--- config.mk ---
export PLATFORM = sky130hd
export DESIGN_NAME = crtc_mode_loader
export DESIGN_NICKNAME = d
export VERILOG_FILES = /design/src/rtl/crtc_mode_pkg.sv /design/src/rtl/crtc_mode_loader.sv
export SDC_FILE = /design/constraint.sdc
export NUM_CORES = 1
export LEC_CHECK = 0
export ABC_AREA = 1
export BUFFER_PORTS_ARGS = -buffer_cell sky130_fd_sc_hd__buf_2
export CORE_MARGIN = 4
export CORE_UTILIZATION = 49
export CTS_BUF_LIST = sky130_fd_sc_hd__clkbuf_16
export CTS_CLUSTER_DIAMETER = 150
export DETAILED_ROUTE_END_ITERATION = 12
export PLACE_DENSITY = 0.85
export SKIP_CTS_REPAIR_TIMING = 1
export SYNTH_ARGS = -nofsm -noshare
export SYNTH_HDL_FRONTEND = slang
export SYNTH_SLANG_ARGS = --single-unit
--- constraint.sdc ---
create_clock -name CLOCK -period 1.1 [get_ports CLOCK]
set_input_delay 0.22 -clock CLOCK [delete_from_list [all_inputs] [get_ports CLOCK]]
set_output_delay 0.22 -clock CLOCK [all_outputs]
set_load 0.05 [all_outputs]
--- src/rtl/crtc_mode_pkg.sv ---
// Shared types and the CRTC mode timing ROM used by the mode loader.
// Each table row holds the R0..R11 values for one display mode.
package crtc_mode_pkg;

    typedef enum logic [2:0] {
        ST_IDLE,
        ST_WAIT_VB,
        ST_ADDR,
        ST_DATA,
        ST_RESTORE,
        ST_FIN
    } crtc_state_t;

    typedef struct packed {
        logic       en;
        logic       ncs;
        logic       rnw;
        logic       rs;
        logic [7:0] di;
    } crtc_bus_t;

    localparam crtc_bus_t BUS_IDLE = '{en: 1'b0, ncs: 1'b1, rnw: 1'b1, rs: 1'b0, di: 8'h00};

    localparam int MODE_REGS = 12;

    localparam logic [7:0] MODE_TABLE [4][12] = '{
        '{8'h38, 8'h28, 8'h2D, 8'h0A, 8'h1F, 8'h06, 8'h19, 8'h1C, 8'h02, 8'h07, 8'h06, 8'h07},
        '{8'h71, 8'h50, 8'h5A, 8'h0A, 8'h1F, 8'h06, 8'h19, 8'h1C, 8'h02, 8'h07, 8'h06, 8'h07},
        '{8'h38, 8'h28, 8'h2D, 8'h0A, 8'h7F, 8'h06, 8'h64, 8'h70, 8'h02, 8'h01, 8'h06, 8'h07},
        '{8'h61, 8'h50, 8'h52, 8'h0F, 8'h19, 8'h06, 8'h19, 8'h19, 8'h02, 8'h0D, 8'h0B, 8'h0C}
    };

    function automatic crtc_bus_t bus_write(input logic rs, input logic [7:0] di);
        return '{en: 1'b1, ncs: 1'b0, rnw: 1'b0, rs: rs, di: di};
    endfunction

    // Out-of-table register numbers read as zero rather than indexing past the ROM.
    function automatic logic [7:0] mode_byte(input logic [1:0] mode, input logic [3:0] n);
        if (n < 4'(MODE_REGS))
            return MODE_TABLE[mode][n];
        return 8'h00;
    endfunction

endpackage

--- src/rtl/crtc_mode_loader.sv ---
// Loads a full CRTC mode table (index/data write pairs) while letting CPU
// accesses pass through with priority; the CPU's index register is restored at the end.
module crtc_mode_loader
    import crtc_mode_pkg::*;
#(
    parameter int WAIT_VBLANK = 1,
    parameter int NREGS       = 12
) (
    input  logic       CLOCK,
    input  logic       nRESET,
    input  logic       vblank,
    input  logic       load_req,
    input  logic [1:0] mode_sel,
    input  logic       cpu_sel,
    input  logic       cpu_rnw,
    input  logic       cpu_rs,
    input  logic [7:0] cpu_di,
    output logic       crtc_en,
    output logic       crtc_ncs,
    output logic       crtc_rnw,
    output logic       crtc_rs,
    output logic [7:0] crtc_di,
    output logic       busy,
    output logic       done
);

    localparam logic [3:0] LAST_N = 4'(NREGS - 1);

    crtc_state_t state_reg, state_next;
    logic [3:0]  n_reg, n_next;
    logic [1:0]  mode_reg, mode_next;
    logic [4:0]  cpu_idx_reg, cpu_idx_next;
    logic        idx_dirty_reg, idx_dirty_next;
    crtc_bus_t   bus_reg, bus_next;
    logic        done_reg, done_next;

    logic cpu_idx_write;
    assign cpu_idx_write = cpu_sel && !cpu_rnw && !cpu_rs;

    always_ff @(posedge CLOCK) begin
        if (!nRESET) begin
            state_reg     <= ST_IDLE;
            n_reg         <= 4'd0;
            mode_reg      <= 2'd0;
            cpu_idx_reg   <= 5'd0;
            idx_dirty_reg <= 1'b0;
            bus_reg       <= BUS_IDLE;
            done_reg      <= 1'b0;
        end else begin
            state_reg     <= state_next;
            n_reg         <= n_next;
            mode_reg      <= mode_next;
            cpu_idx_reg   <= cpu_idx_next;
            idx_dirty_reg <= idx_dirty_next;
            bus_reg       <= bus_next;
            done_reg      <= done_next;
        end
    end

    // A CPU access freezes the sequencer for that cycle, whatever state it is in.
    always_comb begin
        state_next = state_reg;
        n_next     = n_reg;
        mode_next  = mode_reg;
        if (!cpu_sel) begin
            case (state_reg)
                ST_IDLE: begin
                    if (load_req) begin
                        mode_next  = mode_sel;
                        n_next     = 4'd0;
                        state_next = (WAIT_VBLANK != 0) ? ST_WAIT_VB : ST_ADDR;
                    end
                end
                ST_WAIT_VB: begin
                    if (vblank)
                        state_next = ST_ADDR;
                end
                ST_ADDR:    state_next = ST_DATA;
                ST_DATA: begin
                    if (idx_dirty_reg) begin
                        state_next = ST_ADDR;
                    end else if (n_reg == LAST_N) begin
                        state_next = ST_RESTORE;
                    end else begin
                        n_next     = n_reg + 4'd1;
                        state_next = ST_ADDR;
                    end
                end
                ST_RESTORE: state_next = ST_FIN;
                ST_FIN:     state_next = ST_IDLE;
                default:    state_next = ST_IDLE;
            endcase
        end
    end

    // Shadow of the CPU's CRTC index so the sequencer can detect and undo interference.
    always_comb begin
        cpu_idx_next   = cpu_idx_reg;
        idx_dirty_next = idx_dirty_reg;
        if (cpu_idx_write) begin
            cpu_idx_next   = cpu_di[4:0];
            idx_dirty_next = 1'b1;
        end else if (!cpu_sel && state_reg == ST_ADDR) begin
            idx_dirty_next = 1'b0;
        end
    end

    always_comb begin
        bus_next  = BUS_IDLE;
        done_next = 1'b0;
        if (cpu_sel) begin
            bus_next = '{en: 1'b1, ncs: 1'b0, rnw: cpu_rnw, rs: cpu_rs, di: cpu_di};
        end else begin
            case (state_reg)
                ST_ADDR:    bus_next = bus_write(1'b0, {4'b0, n_reg});
                ST_DATA: begin
                    if (!idx_dirty_reg)
                        bus_next = bus_write(1'b1, mode_byte(mode_reg, n_reg));
                end
                ST_RESTORE: bus_next = bus_write(1'b0, {3'b0, cpu_idx_reg});
                ST_FIN:     done_next = 1'b1;
                default:    bus_next = BUS_IDLE;
            endcase
        end
    end

    assign crtc_en  = bus_reg.en;
    assign crtc_ncs = bus_reg.ncs;
    assign crtc_rnw = bus_reg.rnw;
    assign crtc_rs  = bus_reg.rs;
    assign crtc_di  = bus_reg.di;
    assign busy     = (state_reg != ST_IDLE);
    assign done     = done_reg;

endmodule
==> results of run 1 <==
-- how the worst max path moves through the flow --
stage | to | slack [ns] | depth (start not counted)
6_report | crtc_di[2] | -0.42 | 10
5_1_grt | crtc_di[2] | -0.47 | 10
4_1_cts | busy | -0.41 | 4
3_5_place_dp | state_reg[2] | -0.32 | 7
3_3_place_gp | mode_reg[0] | -0.30 | 6
2_1_floorplan | n_reg[0] | -0.21 | 8
-- cell families after synthesis --
kind of cell,synth area share (%)
flip-flops,36.6
AND/OR/NAND/NOR,32.4
AO/OA/AOI/OAI,17.2
XOR/XNOR,1.72
adder cells (fa/ha/maj),0.817
buffers and inverters,11.3
-- cell type report --
type                       count  area [um2]
inverter                      29         124
tap                           44        55.1
multi-input combinational    159         967
timing repair buffer          79         554
clock inverter                 1        30.0
fill                         180         641
clock buffer                   3        75.1
sequential                    28         582
-- through the flow --
| step | cell area [um2] | util, % | setup slack [ns] |
|---|---|---|---|
| 2_1_floorplan | 1570 | - | -0.206 |
| 3_3_place_gp | 2020 | 66.6 | -0.302 |
| 3_5_place_dp | 2020 | 66.6 | -0.321 |
| 4_1_cts | 2120 | 70.0 | -0.409 |
| 5_1_grt | 2390 | 78.8 | -0.472 |
| 6_report | 2390 | 78.8 | -0.425 |
-- cells in the final DEF, fill, tap and decap left out, types with 2 or more instances in the layout --
cell	n
nand3_1	11
nand2_2	8
o21ai_0	7
a21oi_2	3
dfxtp_4	5
nand4_1	2
inv_4	4
a21oi_1	13
dfxtp_1	21
o21ai_2	3
buf_6	7
nor2_4	3
dfxtp_2	2
a211oi_2	2
nand3_2	5
inv_1	18
nor3_2	2
nor2_1	23
buf_2	29
o21ai_1	7
buf_4	42
o21ai_4	2
nand2_8	2
nand2_1	48
o22ai_1	4
inv_2	6
clkbuf_16	3
-- critical path, delay by kind of cell, from the launching register on --
kind / cells / cell delay, ns
buffers and inverters: 1 / 0.17
AOI/OAI and AO/OA: 1 / 0.26
DFF: 1 / 0.37
and+or+nand+nor: 8 / 0.67
-- synthesized netlist by cell type, types with 3 or more instances --
cell type	count	area share (%)
nor2_1	25	6.1
nand2_2	3	1.2
nand2_1	55	13
o21ai_0	14	4.6
o22ai_1	5	2.0
a21oi_1	16	5.2
inv_1	22	5.4
dfxtp_1	28	37
nand3_1	14	4.6
o21ai_1	3	0.98
inv_2	6	1.5
buf_2	5	1.6
-- metal layers --
layer | wire (um) | vias up
met5 | 0 | -
met4 | 257 | 0
met3 | 466 | 33
met2 | 2550 | 132
met1 | 2070 | 839
li1 | - | 881
-- power by group --
| group | internal [W] | switching (W) |
|---|---|---|
| Clock | 0.000726 | 0.000368 |
| Sequential | 0.00108 | 0.0000543 |
| Combinational | 0.000367 | 0.000533 |
==> summary.md, run 1 <==
| Metric | Value |
|---|---|
| Wire per inst | `about 16 um` |
| Post-DRT Antenna Nets | `0` |
| Max transition margin | `between 70% and 80%` |
| Placed wire-length estimate | `3070 um` |
| GR Util met1 | `between 20% and 30%` |
| Failing checks | `setup timing` |
| Area grow syn2layout | `55.9%` |
| Data required, critical path | `1.31 ns` |
| CTS tree | `done` |
| Grt met3 use | `2.64%` |
| Share of layout cells above drive strength 1 | `46.5%` |
| RSZ-0062 raised after global routing | `true` |
| Global-route wire length before repair | `roughly 6700 um` |
| Antenna violations before repair | `0` |
| FF-to-FF End | `crtc_di[2]` |
| EDFF count, synth | `0` |
| Max Buffers Root-to-Sink | `2` |
| Sequential area share after synthesis | `36.6%` |
| Fin. Hold Viols | `0` |
| Worst Path Arrival | `1.74 ns` |
| Largest register FFs | `8` |
| Flop2flop setup slack | `-0.42 ns` |
| DRT Wirelength | `5340 um` |
| Crit-path slowest cell | `dfxtp_4` |
| TritonCTS buffer count | `3` |
| Ant. Diodes | `0` |
| Worst Hold Depth | `3` |
| Clock Skews | `0.00766 ns` |
| Reg2Reg Depth | `10` |
| Cell mode on critical path | `nand2_1` |
| Mapped cell area | `0.00153 mm2` |
| Pwr Total | `0.00312 W` |
| Syn avg cell area | `6.81 um2` |
| Worst Tran Pin Value | `about 0.34 ns` |
| Post-layout nets | `318` |
| CORE AREA | `0.00303 mm2` |
| Syn Nets | `243` |
| Initial Util | `50.6%` |
| Critical path origin | `n_reg[0]` |
| Total clock sinks | `28` |
| Vias per cell | `5.50` |
| Yosys warns | `0` |
| Worst path cell trace | `buf_4 -> nand2_1 -> nand2_1 -> a21oi_1 -> nand2_1 -> nand2_1 -> nand2_1 -> nand2_1 -> nand2_1 -> nand2_1` |
| Ys flop type | `dfxtp_1` |
| Worst-Skew Late Latency | `0.27 ns` |
| # IOs | `31` |
| Placed cells | `between 300 and 400` |
| Global routing usage on met2 | `35.1%` |
| Maximum capacitance violations | `0` |
| Vias | `approximately 1900` |
| # H-tree levels | `1` |
| Crit. End Element | `register` |
| Status | `finished with violations` |
| Row count | `20` |
| Die H | `63.9 um` |
| Hold path endpoint | `crtc_di[7]` |
| CP peak stage delay | `0.37 ns` |
| Library cells used by synthesis | `36` |
| Static Leakage | `approximately 1.1 nW` |
| Cell Count, Final, Fillers Out | `343` |
| Gr busiest metal | `met2` |
| P per Cell Area | `1310 mW/mm2` |
| Final slew viol count | `0` |
| Root Buffer | `clkbuf_16` |
| Critical register-to-register path startpoint | `n_reg[0]` |
| Max IR drop VDD | `between 0.6 and 0.7 mV` |
| DR iter-0 viols | `about 260` |
| IO Port Bufs | `30` |
| Setup ws final | `-0.425 ns` |
| Setup TNS | `-3.84 ns` |
| Gpl congestion | `1.00` |
| Crit path max fanout | `8` |
| Type of the worst setup path | `register to register` |
| Drt pass-1 iters | `5` |
| Die X | `63.9 um` |
| Seq cells post-synth | `28` |
| Startpoint types | `register` |
| Synthesized instance count | `225` |
| Fmax | `656 MHz` |
| Gr usage total | `20.3%` |
| Final number of setup-violating endpoints | `22` |
| Tmin final | `1.52 ns` |
| Vias in the first global route | `1499` |
| Worst-path clk slew | `0.07 ns` |
| Fin Hold WS | `0.159 ns` |
| Hold Crit Class | `primary input to register` |
| Die footprint | `0.00408 mm2` |
| GRT overflow | `0` |
| Post-synthesis async set-or-reset flop share | `0%` |
| Hold wc startpoint | `cpu_di[7]` |
| Ratio of final minimum period to clock period | `139%` |
| Largest net degree at the start of global routing | `17` |
| DR DRC count | `0` |
Power figures use the tool's default switching activity.
==> run 2, diff against run 1 <==
--- a/config.mk
+++ b/config.mk
@@ -8,10 +8,12 @@
 export ABC_AREA = 1
 export BUFFER_PORTS_ARGS = -buffer_cell sky130_fd_sc_hd__buf_2
+export CELL_PAD_IN_SITES_DETAIL_PLACEMENT = 0
+export CELL_PAD_IN_SITES_GLOBAL_PLACEMENT = 1
 export CORE_MARGIN = 4
-export CORE_UTILIZATION = 49
+export CORE_UTILIZATION = 34
 export CTS_BUF_LIST = sky130_fd_sc_hd__clkbuf_16
 export CTS_CLUSTER_DIAMETER = 150
 export DETAILED_ROUTE_END_ITERATION = 12
-export PLACE_DENSITY = 0.85
+export PLACE_DENSITY = 0.84
 export SKIP_CTS_REPAIR_TIMING = 1
 export SYNTH_ARGS = -nofsm -noshare
==> constraint.sdc (replaced) <==
create_clock -name CLOCK -period 1.1 [get_ports CLOCK]
set_input_delay 0.055 -clock CLOCK [delete_from_list [all_inputs] [get_ports CLOCK]]
set_output_delay 0.055 -clock CLOCK [all_outputs]
set_load 0.05 [all_outputs]
==> summary.md, run 2 (same netlist as run 1, synthesis figures left out) <==
| Metric | Value |
|---|---|
| Status | `finished with violations (unchanged)` |
| Failing checks | `setup timing (unchanged)` |
| Crit path max fanout | `5 (was 8)` |
| IO Port Bufs | `30 (unchanged)` |
| Startpoint types | `register (unchanged)` |
| Critical register-to-register path startpoint | `n_reg[0] (unchanged)` |
| Antenna violations before repair | `0 (unchanged)` |
| CP endpoint | `state_reg[2] (was crtc_di[2])` |
| Max Buffers Root-to-Sink | `2 (unchanged)` |
| Max IR drop VDD | `0.849 mV (was 0.636 mV)` |
| Critical path origin | `n_reg[0] (unchanged)` |
| Static Leakage | `1.12 nW (was 1.10 nW)` |
| Final number of setup-violating endpoints | `21 (was 22)` |
| Die H | `75.1 um (was 63.9 um)` |
| Data required, critical path | `1.29 ns (was 1.31 ns)` |
| DR DRC count | `0 (unchanged)` |
| Post-layout nets | `316 (was 318)` |
| GRT overflow | `0 (unchanged)` |
| DR iter-0 viols | `86 (was 256)` |
| Gr usage total | `14.8% (was 20.3%)` |
| Die footprint | `0.00564 mm2 (was 0.00408 mm2)` |
| Fin. Hold Viols | `0 (unchanged)` |
| FF-to-FF End | `state_reg[2] (was crtc_di[2])` |
| Most frequent cells in the layout | `nand2_1, buf_4, buf_2 (unchanged)` |
| Largest register FFs | `8 (unchanged)` |
| Int Pwr | `0.00220 W (was 0.00217 W)` |
| Flop pwr share | `36.2% (about the same)` |
| Combinational cell fraction of total power | `29.6% (was 28.8%)` |
| Vias per cell | `4.90 (was 5.50)` |
| Worst-Skew Late Latency | `0.26 ns (was 0.27 ns)` |
| Tmin final | `1.32 ns (was 1.52 ns)` |
| Worst-path clk slew | `0.07 ns (about the same)` |
| Initial Util | `35.2% (was 50.6%)` |
| # H-tree levels | `1 (unchanged)` |
| Setup WS pre-CTS | `-0.401 ns (was -0.321 ns)` |
| Hold Crit Class | `primary input to register (unchanged)` |
| Vias in the first global route | `1415 (was 1499)` |
| CORE AREA | `0.00435 mm2 (was 0.00303 mm2)` |
| Share of layout cells above drive strength 1 | `51.5% (was 46.5%)` |
| Gpl congestion | `0.924 (was 1.00)` |
| # IOs | `31 (unchanged)` |
| Placed wire-length estimate | `3180 um (was 3070 um)` |
| Fmax | `758 MHz (was 656 MHz)` |
| Hold wc startpoint | `cpu_di[0] (was cpu_di[7])` |
| Layout Utilization | `57.0% (was 78.8%)` |
| Worst Tran Pin Value | `0.323 ns (was 0.339 ns)` |
| Net switching power | `0.000934 W (was 0.000955 W)` |
| Crit. End Element | `register (unchanged)` |
| Die X | `75.1 um (was 63.9 um)` |
| Most common cell after layout, fill and taps aside | `nand2_1 (unchanged)` |
| Flop2flop setup slack | `-0.22 ns (was -0.42 ns)` |
| Row count | `24 (was 20)` |
| Setup ws final | `-0.219 ns (was -0.425 ns)` |
| Area grow syn2layout | `62.1% (was 55.9%)` |
| DRT Wirelength | `4550 um (was 5340 um)` |
| Final slew viol count | `0 (unchanged)` |
| Maximum capacitance violations | `0 (unchanged)` |
| Clk pwr share | `34.3% (was 35.0%)` |
| Total clock sinks | `28 (unchanged)` |
| Worst Path Arrival | `1.51 ns (was 1.74 ns)` |
| RSZ-0062 raised after global routing | `true (unchanged)` |
| Vias | `1709 (was 1885)` |
| Max transition margin | `78.4% (was 77.3%)` |
| CTS tree | `done (unchanged)` |
| Type of the worst setup path | `register to register (unchanged)` |
| TritonCTS buffer count | `3 (unchanged)` |
| Switching share of power | `29.8% (was 30.6%)` |
| Post-DRT Antenna Nets | `0 (unchanged)` |
| Largest net degree at the start of global routing | `17 (unchanged)` |
| Drt pass-1 iters | `4 (was 5)` |
| Clock Skews | `0.00707 ns (was 0.00766 ns)` |
| Wire per inst | `13.0 um (was 15.6 um)` |
| P per Cell Area | `1260 mW/mm2 (was 1310 mW/mm2)` |
| Ratio of final minimum period to clock period | `120% (was 139%)` |
| Root Buffer | `clkbuf_16 (unchanged)` |
| Global-route wire length before repair | `6510 um (was 6650 um)` |
| Ant. Diodes | `0 (unchanged)` |
| Reg2Reg Depth | `7 (was 10)` |
==> run 2: cell types whose count changed in the layout (fill, tap and decap cells not counted), moves of 3 or more <==
cell     delta
nand2_1     -9
nand2_2     +7
buf_4       -6
nor2_1      -4
nor2_2      +4
inv_1       -3
nand3_1     -3
==> run 2: layout make-up <==
type	count	area (um2)
multi-input combinational	159	1030
inverter	29	136
tap	52	65.1
fill	401	1870
timing repair buffer	77	562
sequential	28	586
clock inverter	1	30.0
clock buffer	3	75.1
==> run 2: critical path: stages (launching register included) <==
cell	delay [ns]
dfxtp_4	0.40
ha_4	0.16
inv_4	0.04
nor2_4	0.11
nand4_1	0.17
o21ai_2	0.18
nand2_1	0.07
a21oi_1	0.13
==> run 2: worst min path at each step <==
stage	endpoint	depth (start not counted)	slack, ns
after detailed placement	crtc_di[6]	3	0.27
after CTS	crtc_di[6]	3	-0.004
final	crtc_di[0]	3	0.00006
after global routing	crtc_di[7]	3	0.0006
after global placement	crtc_di[2]	3	0.27
after floorplan	crtc_rnw	2	0.17
==> run 2: metal layers <==
metal	GRT usage [%]	part of all wire [%]	vias to the layer above
met5	0	0	-
met1	20.1	44	777
met4	3.56	1.7	0
met2	23.1	49	47
li1	-	-	876
met3	4.27	5.0	9
==> run 2: per-stage QoR <==
| stage | setup TNS, ns | power (W) | std cells | area [um2] | hold slack (ns) |
|---|---|---|---|---|---|
| after floorplan | -1.79 | 0.00160 | 225 | 1570 | 0.165 |
| after global placement | -4.22 | 0.00185 | 339 | 2040 | 0.271 |
| after detailed placement | -4.43 | 0.00186 | 339 | 2040 | 0.268 |
| after CTS | -5.01 | 0.00294 | 343 | 2140 | -0.00436 |
| after global routing | -3.82 | 0.00330 | 349 | 2480 | 0.000600 |
| final | -2.52 | 0.00313 | 349 | 2480 | 0.0000552 |
==> run 2: power by group through the flow <==
stage          clock network, W  registers (W)  logic [W]
6_report                0.00107        0.00113   0.000927
5_1_grt                 0.00116        0.00114   0.000998
4_1_cts                 0.00110        0.00112   0.000723
3_5_place_dp                  0        0.00114   0.000720
3_3_place_gp                  0        0.00114   0.000717
2_1_floorplan                 0        0.00121   0.000395
==> run 3, diff against run 2 <==
Settings changed: ABC_AREA 1 to 0, CORE_UTILIZATION 34 to 35.
==> summary.md, run 3 <==
| Metric | Value |
|---|---|
| Fillcell total | `346 (was 401)` |
| Fmax | `708 MHz (was 758 MHz)` |
| Leading area contributor after synthesis | `dfxtp_1 (unchanged)` |
| Crit-path slowest cell | `dfxtp_4 (unchanged)` |
| Fin. Hold Viols | `0 (unchanged)` |
| Root Buffer | `clkbuf_16 (unchanged)` |
| Post-layout nets | `300 (was 316)` |
| Global-route wire length before repair | `7120 um (was 6510 um)` |
| Vias in the first global route | `1593 (was 1415)` |
| Post-synthesis async set-or-reset flop share | `0% (unchanged)` |
| Net switching power | `0.000660 W (was 0.000934 W)` |
| Syn Nets | `221 (was 243)` |
| Largest register FFs | `8 (unchanged)` |
| Initial Util | `37.5% (was 35.2%)` |
| Row count | `23 (was 24)` |
| Ys flop type | `dfxtp_1 (unchanged)` |
| Tmin final | `1.41 ns (was 1.32 ns)` |
| P per Cell Area | `929 mW/mm2 (was 1260 mW/mm2)` |
| Flop pwr share | `44.9% (was 36.2%)` |
| Ratio of final minimum period to clock period | `128% (was 120%)` |
| Worst Tran Pin Value | `0.418 ns (was 0.323 ns)` |
| Final slew viol count | `0 (unchanged)` |
| CP peak stage delay | `0.42 ns (was 0.40 ns)` |
| Worst path cell trace | `buf_4 -> nor2b_2 -> a21oi_1 -> o32ai_2 -> o21ai_1 -> a21oi_1 (was ha_4 -> inv_4 -> nor2_4 -> nand4_1 -> o21ai_2 -> nand2_1 -> a21oi_1)` |
| Yosys warns | `0 (unchanged)` |
| Placement Cell Area | `0.00210 mm2 (was 0.00204 mm2)` |
| Int Pwr | `0.00173 W (was 0.00220 W)` |
| Ant. Diodes | `0 (unchanged)` |
| Total clock sinks | `28 (unchanged)` |
| Worst Path Arrival | `1.60 ns (was 1.51 ns)` |
| Post-synth top cells | `dfxtp_1, a21oi_1, nor2_1 (was nand2_1, dfxtp_1, nor2_1)` |
| Mapped cell area | `0.00156 mm2 (was 0.00153 mm2)` |
| Vias | `1767 (was 1709)` |
| DR iter-0 viols | `67 (was 86)` |
| CORE AREA | `0.00414 mm2 (was 0.00435 mm2)` |
| Max transition margin | `72.0% (was 78.4%)` |
| Largest net degree at the start of global routing | `18 (was 17)` |
| Most frequent cell after synthesis | `dfxtp_1 (was nand2_1)` |
| EDFF count, synth | `0 (unchanged)` |
| Area grow syn2layout | `65.2% (was 62.1%)` |
| Most common cell after layout, fill and taps aside | `buf_4 (was nand2_1)` |
| Layout Utilization | `62.0% (was 57.0%)` |
| IO Port Bufs | `30 (unchanged)` |
| Status | `finished with violations (unchanged)` |
| Startpoint types | `register (unchanged)` |
| CTS tree | `done (unchanged)` |
| Most frequent cells in the layout | `buf_4, buf_2, dfxtp_1 (was nand2_1, buf_4, buf_2)` |
| Worst-path clk slew | `0.06 ns (was 0.07 ns)` |
| Max Buffers Root-to-Sink | `2 (unchanged)` |
| Max IR drop VDD | `0.862 mV (was 0.849 mV)` |
| Combinational cell fraction of total power | `20.1% (was 29.6%)` |
| Final number of setup-violating endpoints | `21 (unchanged)` |
| Buf+Inv Stages, Crit Path | `1 (unchanged)` |
| Drt pass-1 iters | `6 (was 4)` |
| Cell mode on critical path | `a21oi_1` |
| DR DRC count | `0 (unchanged)` |
| Crit. End Element | `register (unchanged)` |
| Yosys top cell area share | `36.0% (was 36.6%)` |
| Seq cells post-synth | `28 (unchanged)` |
| Failing checks | `setup timing (unchanged)` |
| Antenna violations before repair | `0 (unchanged)` |
| Synthesized instance count | `203 (was 225)` |
| Data required, critical path | `1.29 ns (about the same)` |
| TritonCTS buffer count | `3 (unchanged)` |
| Share of layout cells above drive strength 1 | `56.2% (was 51.5%)` |
| GRT overflow | `0 (unchanged)` |
| Die footprint | `0.00557 mm2 (was 0.00564 mm2)` |
| Synth area leaders | `dfxtp_1, a21oi_1, mux2i_1 (was dfxtp_1, nand2_1, nor2_1)` |
| Die H | `74.7 um (was 75.1 um)` |
| Crit path max fanout | `11 (was 5)` |
| Gr usage total | `16.5% (was 14.8%)` |
| DRT Wirelength | `4780 um (was 4550 um)` |
| Library cells used by synthesis | `43 (was 36)` |
| Vias per cell | `5.34 (was 4.90)` |
| Setup ws final | `-0.313 ns (was -0.219 ns)` |
| Flop2flop setup slack | `-0.31 ns (was -0.22 ns)` |
| # H-tree levels | `1 (unchanged)` |
| # IOs | `31 (unchanged)` |
| Hold Crit Class | `primary input to register (unchanged)` |
| Static Leakage | `1.04 nW (was 1.12 nW)` |
| Worst-Skew Late Latency | `0.26 ns (about the same)` |
| Syn avg cell area | `7.66 um2 (was 6.81 um2)` |
| Final Cell Area | `0.00257 mm2 (was 0.00248 mm2)` |
| Wire per inst | `14.4 um (was 13.0 um)` |
| Switching share of power | `27.7% (was 29.8%)` |
| Die X | `74.7 um (was 75.1 um)` |
| RSZ-0062 raised after global routing | `true (unchanged)` |
| Maximum capacitance violations | `0 (unchanged)` |
| Placed wire-length estimate | `3280 um (was 3180 um)` |
| Clk pwr share | `35.0% (was 34.3%)` |
| Sequential area share after synthesis | `36.0% (was 36.6%)` |
| Clock Skews | `0.00604 ns (was 0.00707 ns)` |
| Post-DRT Antenna Nets | `0 (unchanged)` |
| CP top delay family | `compound AO/OA/AOI/OAI gates (was flip-flops)` |
| Gpl congestion | `0.871 (was 0.924)` |
| Type of the worst setup path | `register to register (unchanged)` |
run 3: changes by cell type in the layout (fill, tap and decap cells not counted), moves of 4 or more:
cell and change:
a21oi_2 +6, nand2_1 -25, a22oi_2 +4, inv_4 -5, buf_4 +14, nand2_2 -12
nor2_1 -4, inv_1 -10, inv_2 -4, mux2i_1 +8
run 3: final cells by class:
cell class	count	area [um2]	area share, %
Clock inverter	1	3.75	0.146
Inverter	9	33.8	1.32
Tap cell	50	62.6	2.44
Sequential cell	28	588	22.9
Timing Repair Buffer	90	661	25.7
Multi-Input combinational cell	150	1140	44.6
Clock buffer	3	75.1	2.92
run 3: worst min-delay path, delay by kind of cell:
family | cells | cell delay (ns)
buffers and inverters | 1 | 0.07
AOI/OAI and AO/OA | 1 | 0.05
and+or+nand+nor | 1 | 0.07
run 3: stage by stage:
step	hold slack (ns)	std cells	setup WS, ns	setup TNS, ns	total power (W)
4_1_cts	0.0212	320	-0.393	-5.57	0.00234
2_1_floorplan	0.166	203	-0.226	-1.66	0.00135
3_3_place_gp	0.288	316	-0.341	-4.37	0.00150
6_report	0.0185	331	-0.313	-3.60	0.00239
5_1_grt	0.0256	331	-0.366	-5.01	0.00249
3_5_place_dp	0.290	316	-0.373	-4.81	0.00150
run 3: power by group through the flow:
stage | registers, W | clock network [W] | logic [W]
floorplan | 0.00117 | 0 | 0.000180
global placement | 0.00110 | 0 | 0.000397
detailed placement | 0.00110 | 0 | 0.000402
CTS | 0.00108 | 0.000856 | 0.000403
global route | 0.00108 | 0.000901 | 0.000513
finish | 0.00107 | 0.000834 | 0.000480
run 3: logic make-up (layout without fill, tap and decap cells):
kind of cell    count (synthesis)  in the layout  share of synthesized area [%]
simple gates                   74             74                           25.1
mux                             8              8                           5.15
xor+xnor                        1              1                          0.563
fa+ha+maj                       1              1                          0.804
buf+inv                        25            103                           6.60
flops                          28             28                           36.0
compound gates                 66             66                           25.7
run 3: path summary, 6_finish.rpt:
kind	startpoint	endpoint	cells after the start
worst max-delay path	n_reg[1]	crtc_di[3]	6
worst min-delay path	mode_sel[0]	mode_reg[0]	3
worst max register to register	n_reg[1]	crtc_di[3]	6
worst min register to register	cpu_idx_reg[3]	cpu_idx_reg[3]	2
run 3: metal layers:
metal | up-vias | part of all wire, % | routed length [um] | GRT usage [%]
li1 | 882 | - | - | -
met1 | 841 | 45 | 2130 | 22.0
met2 | 36 | 51 | 2420 | 26.7
met3 | 8 | 3.3 | 157 | 3.34
met4 | 0 | 1.5 | 72 | 5.73
met5 | - | 0 | 0 | 0
